==> config.mk <==
export PLATFORM = sky130hd
export DESIGN_NAME = booth_divider_nbit
export DESIGN_NICKNAME = d
export VERILOG_FILES = /design/src/rtl/booth_divider_nbit.sv
export SDC_FILE = /design/constraint.sdc
export NUM_CORES = 1
export LEC_CHECK = 0
export ABC_AREA = 1
export BUFFER_PORTS_ARGS = -buffer_cell sky130_fd_sc_hd__clkbuf_2
export CAP_MARGIN = 20
export CORE_MARGIN = 5
export CORE_UTILIZATION = 35
export CTS_BUF_LIST = sky130_fd_sc_hd__clkbuf_4 sky130_fd_sc_hd__clkbuf_8
export DETAILED_ROUTE_END_ITERATION = 7
export GPL_TIMING_DRIVEN = 0
export SLEW_MARGIN = 10
export SYNTH_ARGS = -nofsm -noshare
export SYNTH_HDL_FRONTEND = slang
export SYNTH_SLANG_ARGS = --single-unit
export TNS_END_PERCENT = 30
==> constraint.sdc <==
create_clock -name clk -period 1.4 [get_ports clk]
set_input_delay 0.07 -clock clk [delete_from_list [all_inputs] [get_ports clk]]
set_output_delay 0.07 -clock clk [all_outputs]
set_load 0.02 [all_outputs]
==> src/rtl/booth_divider_nbit.sv <==
// Sequential signed restoring divider: WAIT -> CAL (WIDTH iterations on magnitudes) -> FINISH.
// Optional macro DIVIDER_DBZ_FLAG_EN adds a dbz output and a one-cycle divide-by-zero path.
module booth_divider_nbit #(
    parameter int WIDTH = 4
) (
    input  logic                    clk,
    input  logic                    rst_n,
    input  logic                    start,
    input  logic signed [WIDTH-1:0] a,
    input  logic signed [WIDTH-1:0] b,
    output logic signed [WIDTH-1:0] q,
    output logic signed [WIDTH-1:0] r,
    output logic                    busy,
    output logic                    done
`ifdef DIVIDER_DBZ_FLAG_EN
    ,
    output logic                    dbz
`endif
);

    localparam int CW = (WIDTH > 2) ? $clog2(WIDTH) : 1;

    typedef enum logic [1:0] {
        S_WAIT   = 2'b00,
        S_CAL    = 2'b01,
        S_FINISH = 2'b10
    } state_e;

    state_e           state_q, state_d;
    logic [CW-1:0]    cnt_q, cnt_d;
    logic [WIDTH-1:0] rem_q, rem_d;
    logic [WIDTH-1:0] quo_q, quo_d;
    logic [WIDTH-1:0] babs_q, babs_d;
    logic             sign_q_q, sign_q_d;
    logic             sign_r_q, sign_r_d;
    logic [WIDTH:0]   rem_sh;
`ifdef DIVIDER_DBZ_FLAG_EN
    logic             dbz_q, dbz_d;
`endif

    function automatic logic [WIDTH-1:0] mag(input logic signed [WIDTH-1:0] v);
        // -(-2^(W-1)) keeps its bit pattern, which reads correctly as an unsigned magnitude
        return v[WIDTH-1] ? -v : v;
    endfunction

    function automatic logic [WIDTH-1:0] apply_sign(input logic neg, input logic [WIDTH-1:0] m);
        return neg ? -m : m;
    endfunction

    always_comb begin
        state_d  = state_q;
        cnt_d    = cnt_q;
        rem_d    = rem_q;
        quo_d    = quo_q;
        babs_d   = babs_q;
        sign_q_d = sign_q_q;
        sign_r_d = sign_r_q;
        rem_sh   = '0;
`ifdef DIVIDER_DBZ_FLAG_EN
        dbz_d    = dbz_q;
`endif
        case (state_q)
            S_WAIT: begin
                if (start) begin
                    babs_d   = mag(b);
                    quo_d    = mag(a);
                    rem_d    = '0;
                    sign_q_d = a[WIDTH-1] ^ b[WIDTH-1];
                    sign_r_d = a[WIDTH-1];
                    cnt_d    = CW'(WIDTH - 1);
                    state_d  = S_CAL;
`ifdef DIVIDER_DBZ_FLAG_EN
                    dbz_d    = (b == '0);
                    if (b == '0) begin
                        quo_d   = '0;
                        rem_d   = mag(a);
                        state_d = S_FINISH;
                    end
`endif
                end
            end
            S_CAL: begin
                // partial remainder is widened by one bit only for the compare/subtract
                rem_sh = {rem_q, quo_q[WIDTH-1]};
                if (rem_sh >= {1'b0, babs_q}) begin
                    rem_d = WIDTH'(rem_sh - {1'b0, babs_q});
                    quo_d = {quo_q[WIDTH-2:0], 1'b1};
                end else begin
                    rem_d = rem_sh[WIDTH-1:0];
                    quo_d = {quo_q[WIDTH-2:0], 1'b0};
                end
                cnt_d = cnt_q - 1'b1;
                if (cnt_q == '0) begin
                    cnt_d   = '0;
                    state_d = S_FINISH;
                end
            end
            S_FINISH: state_d = S_WAIT;
            default:  state_d = S_WAIT;
        endcase
    end

    always_ff @(posedge clk) begin
        if (!rst_n) begin
            state_q  <= S_WAIT;
            cnt_q    <= '0;
            rem_q    <= '0;
            quo_q    <= '0;
            babs_q   <= '0;
            sign_q_q <= 1'b0;
            sign_r_q <= 1'b0;
`ifdef DIVIDER_DBZ_FLAG_EN
            dbz_q    <= 1'b0;
`endif
        end else begin
            state_q  <= state_d;
            cnt_q    <= cnt_d;
            rem_q    <= rem_d;
            quo_q    <= quo_d;
            babs_q   <= babs_d;
            sign_q_q <= sign_q_d;
            sign_r_q <= sign_r_d;
`ifdef DIVIDER_DBZ_FLAG_EN
            dbz_q    <= dbz_d;
`endif
        end
    end

    always_comb begin
        busy = (state_q != S_WAIT);
        done = (state_q == S_FINISH);
        q    = '0;
        r    = '0;
        if (done) begin
            q = apply_sign(sign_q_q, quo_q);
            r = apply_sign(sign_r_q, rem_q);
        end
`ifdef DIVIDER_DBZ_FLAG_EN
        dbz = done & dbz_q;
`endif
    end

endmodule
==> results of run 1 <==
## sequential cells by signal (all words and copies together) (netlist names)
register	count
state_q	2
sign_q_q	1
sign_r_q	1
rem_q	4
babs_q	4
quo_q	4
cnt_q	2
## cells in the final DEF, fill, tap and decap left out, drive strengths merged
cell type / synthesis / final
inv: 30 / 31
o31ai: 2 / 2
fa: 1 / 1
a31oi: 1 / 1
dfxtp: 18 / 18
a211oi: 1 / 1
a32oi: 1 / 1
buf: 2 / 13
nor4: 1 / 1
nor2: 15 / 15
clkinv: 2 / 1
xor2: 2 / 2
nor3: 2 / 2
or2: 1 / 1
o221ai: 1 / 1
xnor2: 1 / 1
a21oi: 23 / 23
clkbuf: 0 / 19
o22ai: 1 / 1
nand3: 12 / 12
ha: 8 / 8
o21ai: 12 / 12
nand2: 28 / 28
## cells by family (layout without fill, tap and decap cells)
kind of cell	count (synthesis)	after routing	synth area share, %
buffers and inverters	34	64	11.41
AND/OR/NAND/NOR	59	59	23.82
AO/OA/AOI/OAI	42	42	20.31
XOR/XNOR	3	3	2.306
flip-flops	18	18	31.61
adder cells (fa/ha/maj)	9	9	10.54
## power by group through the flow
stage,clock network [uW],registers (uW),logic [uW]
5_1_grt,365,629,743
2_1_floorplan,0,607,383
4_1_cts,337,619,591
3_3_place_gp,0,617,474
3_5_place_dp,0,619,493
6_report,328,620,665
## worst max-delay path: cells and delay by family (launching register included)
| kind | cells | cell delay (ps) |
|---|---|---|
| buffers and inverters | 3 | 150 |
| AO/OA/AOI/OAI | 1 | 110 |
| adder cells (fa/ha/maj) | 2 | 660 |
| AND/OR/NAND/NOR | 2 | 120 |
| flip-flops | 1 | 340 |
## Yosys cell counts (all sizes together) (2+ instances only)
cell type,n
a21oi,23
buf,2
clkinv,2
dfxtp,18
ha,8
inv,30
nand2,28
nand3,12
nor2,15
nor3,2
o21ai,12
o31ai,2
xor2,2
## routing by layer
| metal | part of all wire (%) | wire length, microns | vias to the layer above |
|---|---|---|---|
| li1 | - | - | 603 |
| met1 | 45 | 1338 | 559 |
| met2 | 51 | 1493 | 22 |
| met3 | 3.4 | 99 | 4 |
| met4 | 0.78 | 23 | 0 |
| met5 | 0 | 0 | - |
## how the worst max path moves through the flow
| stage | startpoint | endpoint | slack [ps] |
|---|---|---|---|
| after floorplan | rem_q[1] | quo_q[0] | 20 |
| after global placement | quo_q[3] | rem_q[2] | -120 |
| after detailed placement | quo_q[3] | rem_q[2] | -150 |
| after CTS | rem_q[0] | rem_q[2] | -60 |
| after global routing | quo_q[3] | rem_q[1] | -120 |
| final | quo_q[3] | rem_q[1] | -40 |
## metrics by stage
stage / setup WS [ps] / total power, uW / area, sq um / util, % / hold WS, ps
after detailed placement: -146.1 / 1112 / 1295 / 42.07 / 348.2
after floorplan: 21.90 / 990.1 / 1140 / - / 167.6
after global placement: -124.8 / 1091 / 1295 / 42.07 / 332.0
after global routing: -124.7 / 1737 / 1560 / 50.69 / 50.88
final: -36.25 / 1614 / 1560 / 50.69 / 40.96
after CTS: -61.37 / 1547 / 1509 / 49.02 / 29.49
## timing repair
item | 4_1_cts | 5_1_grt
endpoints found under the setup margin | 11 | 12
buffers inserted | 6 | 0
gates resized for setup | 40 | 23
hold buffers | 0 | 0
pin swaps | 11 | 8
## area by class of cell
type	count	area (sq um)	area share (%)
multi-input combinational	113	798.3	51.16
sequential	18	374.1	23.98
timing repair buffer	26	163.9	10.51
inverter	32	123.9	7.939
tap	44	55.05	3.528
clock buffer	4	36.28	2.326
buffer	2	8.758	0.5613
==> out/results.ini, run 1 <==
[yosys]
synthDistinctLibCells = 32
ys_seq_area_share_pct = 31.61
synth_top_area_cell = dfxtp_1
syn-cell-area_sq_um = 1140
syn_nets = 185
synth-edff-count = 0
ys_seq_elements = 18
ys_warn_count = 0
synth_top_area_share_pct = 31.61
yosys-top-cells-area = dfxtp_1 32%, a21oi_1 9.7%, ha_1 8.8%
ys.flop_type = dfxtp_1
avgSynthCellArea_sq_um = 6.908
synth_cells = 165
async_flop_share_pct = 0

[global_route]
grtUsageTotal_pct = 15.19
overflow = 0
gr-usage-met3_pct = 3.541
grt_max_degree = 11
grt_use_met1_pct = 18.60
grt_busiest_layer = met2
grt_pass1_vias = 1190
antenna_found_initial = 0
grt_first_pass_wirelength_mm = 5.237
grtUsageMet2_pct = 26.38

[hold_path]
min_to = quo_q[1]
hold_depth = 3
hold_path_class = primary input to flip-flop
min_from = rst_n

[pwr]
internal-power_uw = 992.8
power_density_nw_per_um2 = 1034
p_comb_share_pct = 41.2
p_sw_share_pct = 38.48
ir_drop_uv = 359.2
power_switching_uw = 621.0
clockPowerShare_pct = 20.4
pwr-share-seq_pct = 38.4
p_leak_uw = 0.0006719

[sta]
max_freq_mhz = 696.3
timing.slew.headroom_pct = 61.04
tns_ps = -156.4
setup_viol = 7
slew_violations = 0
tightest_slew_ps = 584.4
rsz0062_at_grt = yes
finalClockSkew_ps = 0.4517
fin_crit_sh_pct = 102.6
finalHoldViolCount = 0
finalWorstSetupSlack_ps = -36.25
period_needed_ps = 1436

[critical_path]
cp.required_ps = 1630
worstSetupEndpointType = flip-flop
r2r_slack_ps = -40
reg2reg_depth = 8
critPathArrivalTime_ps = 1660
crit_type = flip-flop to flip-flop
critPathLaunchType = flip-flop
critical-path-slowest-cell = fa_2
critPathMaxStageDelay_ps = 530
r2r_start = quo_q[3]
r2r_end = rem_q[1]
worstPathMaxFanout = 2
cp_common_cell = inv_2
crit_chain = inv_2, ha_4, inv_2, fa_2, inv_2, nand2_2, nand3_2, a21oi_2

[detailed_routing]
totalWireLength_mm = 2.954
wl_per_cell_microns = 12.36
routed-via-count = 1188
ant_nets = 0
drtIter0Drc = 39
vias_per_cell = 4.971
drc = 0
drt_pre_antenna_iters = 4

[clock_network]
numCtsBuffers = 3
cts.path.max_buffers = 2
cts_root_buf = clkbuf_4
clk_pin_slew_worst_paths_ps = 110
cts.sinks = 18
htreeDepth = 1
clkLatencyLatePin_ps = 290
tritoncts = done

[floorplan]
die_height_microns = 67.07
io_pins = 21
chipWidth_microns = 67.07
dieArea_sq_um = 4498
core_region_area_sq_um = 3078
rows = 20
start_util_pct = 37.03

[outcome]
status = finished with violations
violations = setup timing

[place]
port_buffers = 20
dp_cells = 229
finalWeightedCongestion = 0.7820
hpwlAfterDp_mm = 2.158

[finish]
final_nets = 216
fillerInstances = 326
areaGrowthSynthToFinish_pct = 36.88
final_cells = 239
antenna_cells = 0
layout-drive-gt1-share_pct = 42.56

[run]
cap_violations = 0

Note: power is estimated with default switching activity, not from simulation.
==> run 2, diff against run 1 <==
Settings changed: RECOVER_POWER set to 100.
==> out/results.ini, run 2 (synthesis results as in run 1) <==
[outcome]
status = finished with violations
violations = setup timing

[global_route]
overflow = 0
antenna_found_initial = 0
grt_max_degree = 11
grt_first_pass_wirelength_mm = 5.237
grtUsageTotal_pct = 15.19
grt_pass1_vias = 1190

[run]
cap_violations = 0

[clock_network]
cts.path.max_buffers = 2
tritoncts = done
numCtsBuffers = 3
cts.sinks = 18
htreeDepth = 1
postCtsHoldBufs = 0
clk_pin_slew_worst_paths_ps = 110
clkLatencyLatePin_ps = 290
cts_root_buf = clkbuf_4

[floorplan]
chipWidth_microns = 67.07
rows = 20
die_height_microns = 67.07
start_util_pct = 37.03
dieArea_sq_um = 4498
io_pins = 21
core_region_area_sq_um = 3078

[sta]
rsz0062_at_grt = yes
max_freq_mhz = 696.2
timing.slew.headroom_pct = 62.80
setup_viol = 7
slew_violations = 0
fin_crit_sh_pct = 102.6
period_needed_ps = 1436
tightest_slew_ps = 558.0
tns_ps = -150.8
finalClockSkew_ps = 0.8820
hold_ws_ps = 40.05
finalWorstSetupSlack_ps = -36.29
finalHoldViolCount = 0

[pwr]
p_leak_uw = 0.0006685
p_sw_share_pct = 38.44
power_switching_uw = 618.6
pwr-share-seq_pct = 38.6
internal-power_uw = 990.5
power_density_nw_per_um2 = 1035
clockPowerShare_pct = 20.4
p_comb_share_pct = 41.1
ir_drop_uv = 359.1

[detailed_routing]
vias_per_cell = 5.004
totalWireLength_mm = 2.968
wl_per_cell_microns = 12.42
drt_pre_antenna_iters = 4
routed-via-count = 1196
drc = 0
ant_nets = 0
drtIter0Drc = 46

[critical_path]
worstPathMaxFanout = 2
cp.required_ps = 1630
critPathArrivalTime_ps = 1660
crit_type = flip-flop to flip-flop
critPathLaunchType = flip-flop
worstSetupEndpointType = flip-flop

[finish]
areaGrowthSynthToFinish_pct = 36.33
final_nets = 216
reg_top3 = babs_q: 4 flops, quo_q: 4 flops, rem_q: 4 flops
layout-drive-gt1-share_pct = 40.51
design_area_sq_um = 1554
most-common-layout-cells = 20 x inv_1, 20 x nand2_1, 18 x a21oi_1, 13 x clkbuf_2
antenna_cells = 0

[place]
port_buffers = 20
place_area_sq_um = 1295
finalWeightedCongestion = 0.7820
hpwlAfterDp_mm = 2.158
place_ws_ps = -146.1

[hold_path]
hold_path_class = primary input to flip-flop

==> run 2: area by class of cell <==
type,instances,area (sq um)
Sequential cell,18,374.1
Fill cell,328,1524
Clock buffer,4,36.28
Tap cell,44,55.05
Timing Repair Buffer,26,162.7
Inverter,32,123.9
Buffer,2,8.758
Multi-Input combinational cell,113,793.3
==> run 2: metal layers <==
metal  routed length, microns  track usage, %  vias up
met1                     1300           18.60      556
met4                       23           3.797        0
met3                      147           3.541        4
li1                         -               -      602
met5                        0               0        -
met2                     1496           26.38       34
==> run 2: timing repair <==
item / in CTS / in global routing
endpoints found under the setup margin: 11 / 12
gates resized for setup: 40 / 23
setup buffers: 6 / 0
endpoints found under the hold margin: 0 / 0
pin swaps: 11 / 8
==> run 2: final timing paths <==
check / start / to / slack [ps] / cells after the start
worst max register to register: quo_q[3] / rem_q[1] / -40 / 8
worst max-delay path: quo_q[3] / rem_q[1] / -40 / 8
worst min-delay path: rst_n / quo_q[1] / 40 / 3
worst min register to register: cnt_q[0] / state_q[1] / 490 / 1
==> run 2: worst max-delay path: stages, from the launching register on <==
cell	delay (ps)
dfxtp_2	340
inv_2	70
ha_4	130
inv_2	40
fa_2	530
inv_2	40
nand2_2	60
nand3_2	60
a21oi_2	110
==> run 2: power by group through the flow <==
stage	logic (uW)	registers, uW	clock network (uW)
after global routing	738	629	365
after floorplan	383	607	0
final	661	621	328
after detailed placement	493	619	0
after global placement	474	617	0
after CTS	591	619	337
==> run 2: through the flow <==
stage	total power, uW	instances	util (%)
after CTS	1547	239	49.02
after floorplan	990.1	165	-
after detailed placement	1112	229	42.07
after global routing	1732	239	50.49
after global placement	1091	229	42.07
final	1609	239	50.49
==> run 3, diff against run 2 <==
Settings changed: BUFFER_PORTS_ARGS -buffer_cell sky130_fd_sc_hd__clkbuf_2 to -buffer_cell sky130_fd_sc_hd__buf_2.
==> out/results.ini, run 3 (synthesis results as in run 1) <==
[outcome]
status = finished with violations
violations = setup timing

[detailed_routing]
ant_nets = 0
totalWireLength_mm = 2.900
drtIter0Drc = 74
drc = 0
drt_pre_antenna_iters = 4
wl_per_cell_microns = 12.18
routed-via-count = 1175
vias_per_cell = 4.937

[floorplan]
io_pins = 21
die_height_microns = 67.07
core_region_area_sq_um = 3078
chipWidth_microns = 67.07
rows = 20
start_util_pct = 37.03
dieArea_sq_um = 4498

[place]
dp_cells = 229
place_area_sq_um = 1295
finalWeightedCongestion = 0.7806
hpwlAfterDp_mm = 2.074
port_buffers = 20

[critical_path]
crit_cells = 11
cp_common_cell = nand2_2
r2r_end = rem_q[3]
crit_buf_inv = 2
crit_type = flip-flop to flip-flop
r2r_start = rem_q[0]
crit_start = rem_q[0]
critical-path-slowest-cell = dfxtp_4
crit_chain = buf_12, ha_4, nand2_2, clkinv_2, nand2_2, nand2_2, nand2_4, nand2_4, nand2_1, nand3_1, a21oi_1
critPathLaunchType = flip-flop
critPathMaxStageDelay_ps = 390
cp.required_ps = 1570
reg2reg_depth = 11
critPathArrivalTime_ps = 1630
crit_path_end = rem_q[3]
path_delay_family = simple AND/OR/NAND/NOR gates
worstSetupEndpointType = flip-flop
worstPathMaxFanout = 5
r2r_slack_ps = -60

[sta]
rsz0062_at_grt = yes
slew_violations = 0
fin_crit_sh_pct = 104.6
tns_ps = -317.2
tightest_slew_ps = 549.6
finalWorstSetupSlack_ps = -63.96
finalClockSkew_ps = 7.275
period_needed_ps = 1464
timing.slew.headroom_pct = 63.36
finalHoldViolCount = 0
max_freq_mhz = 683.1
setup_viol = 7

[hold_path]
hold_path_class = primary input to flip-flop

[global_route]
grt_first_pass_wirelength_mm = 4.933
antenna_found_initial = 0
grtUsageTotal_pct = 14.23
overflow = 0
grt_max_degree = 11
grt_pass1_vias = 1135

[finish]
areaGrowthSynthToFinish_pct = 38.09
most-common-layout-cells = 22 x inv_1, 19 x a21oi_1, 19 x nand2_1, 13 x buf_2, 12 x dfxtp_1
final_common_cell = inv_1
antenna_cells = 0
final_cells = 238
utilization_pct = 51.14
layout-drive-gt1-share_pct = 38.66
design_area_sq_um = 1574
final_nets = 215
reg_top3 = babs_q: 4 flops, quo_q: 4 flops, rem_q: 4 flops

[clock_network]
htreeDepth = 1
cts_root_buf = clkbuf_4
postCtsHoldBufs = 0
clk_pin_slew_worst_paths_ps = 100
cts.path.max_buffers = 2
numCtsBuffers = 3
tritoncts = done
cts.sinks = 18
clkLatencyLatePin_ps = 300

[run]
cap_violations = 0

[pwr]
ir_drop_uv = 400.0
power_density_nw_per_um2 = 1032
p_leak_uw = 0.0006710

[run 3: per-layer routing]
layer | track usage (%) | up-vias | routed length [microns]
li1 | - | 600 | -
met1 | 18.75 | 549 | 1329
met4 | 3.038 | 0 | 23
met2 | 23.44 | 21 | 1427
met3 | 3.204 | 5 | 119
met5 | 0 | - | 0
[run 3: worst min-delay path by stage]
stage / slack, ps / cells after the start / to / start
floorplan: 170 / 2 / quo_q[1] / rst_n
global placement: 320 / 3 / quo_q[1] / rst_n
detailed placement: 330 / 3 / quo_q[1] / rst_n
CTS: 20 / 3 / quo_q[1] / rst_n
global route: 50 / 3 / quo_q[1] / rst_n
finish: 30 / 3 / quo_q[1] / rst_n
[run 3: through the flow]
step | power [uW] | hold WS, ps | worst slack, ps
after global placement | 1091 | 324.7 | -124.6
after CTS | 1551 | 15.91 | -68.62
after global routing | 1736 | 47.36 | -133.5
after floorplan | 990.1 | 167.6 | 21.90
final | 1624 | 28.52 | -63.96
after detailed placement | 1108 | 332.4 | -151.3
[run 3: power by group]
part / switching, uW / leakage [uW] / internal (uW)
registers: 62.0 / 0.000151 / 565
logic: 398 / 0.000499 / 270
clock network: 170 / 0.0000210 / 159
[run 3: cell type report]
cell class              count  area, sq um
repair buffers             25        161.4
fillers                   339         1504
plain buffers               2        7.507
multi-input cells         113        805.8
clock buffers               4        36.28
flip-flops and latches     18        375.4
inverters                  32        132.6
well taps                  44        55.05
[run 3: repair_timing]
| item | CTS | global route |
|---|---|---|
| hold endpoints to repair | 0 | 0 |
| setup endpoints to repair | 11 | 11 |
| pin swaps | 10 | 7 |
| buffers inserted | 5 | 0 |
| gates resized for setup | 39 | 21 |
[run 3: worst min-delay path, cell delays in order]
cell	delay [ps]
buf_2	130
nand2_1	60
inv_1	30
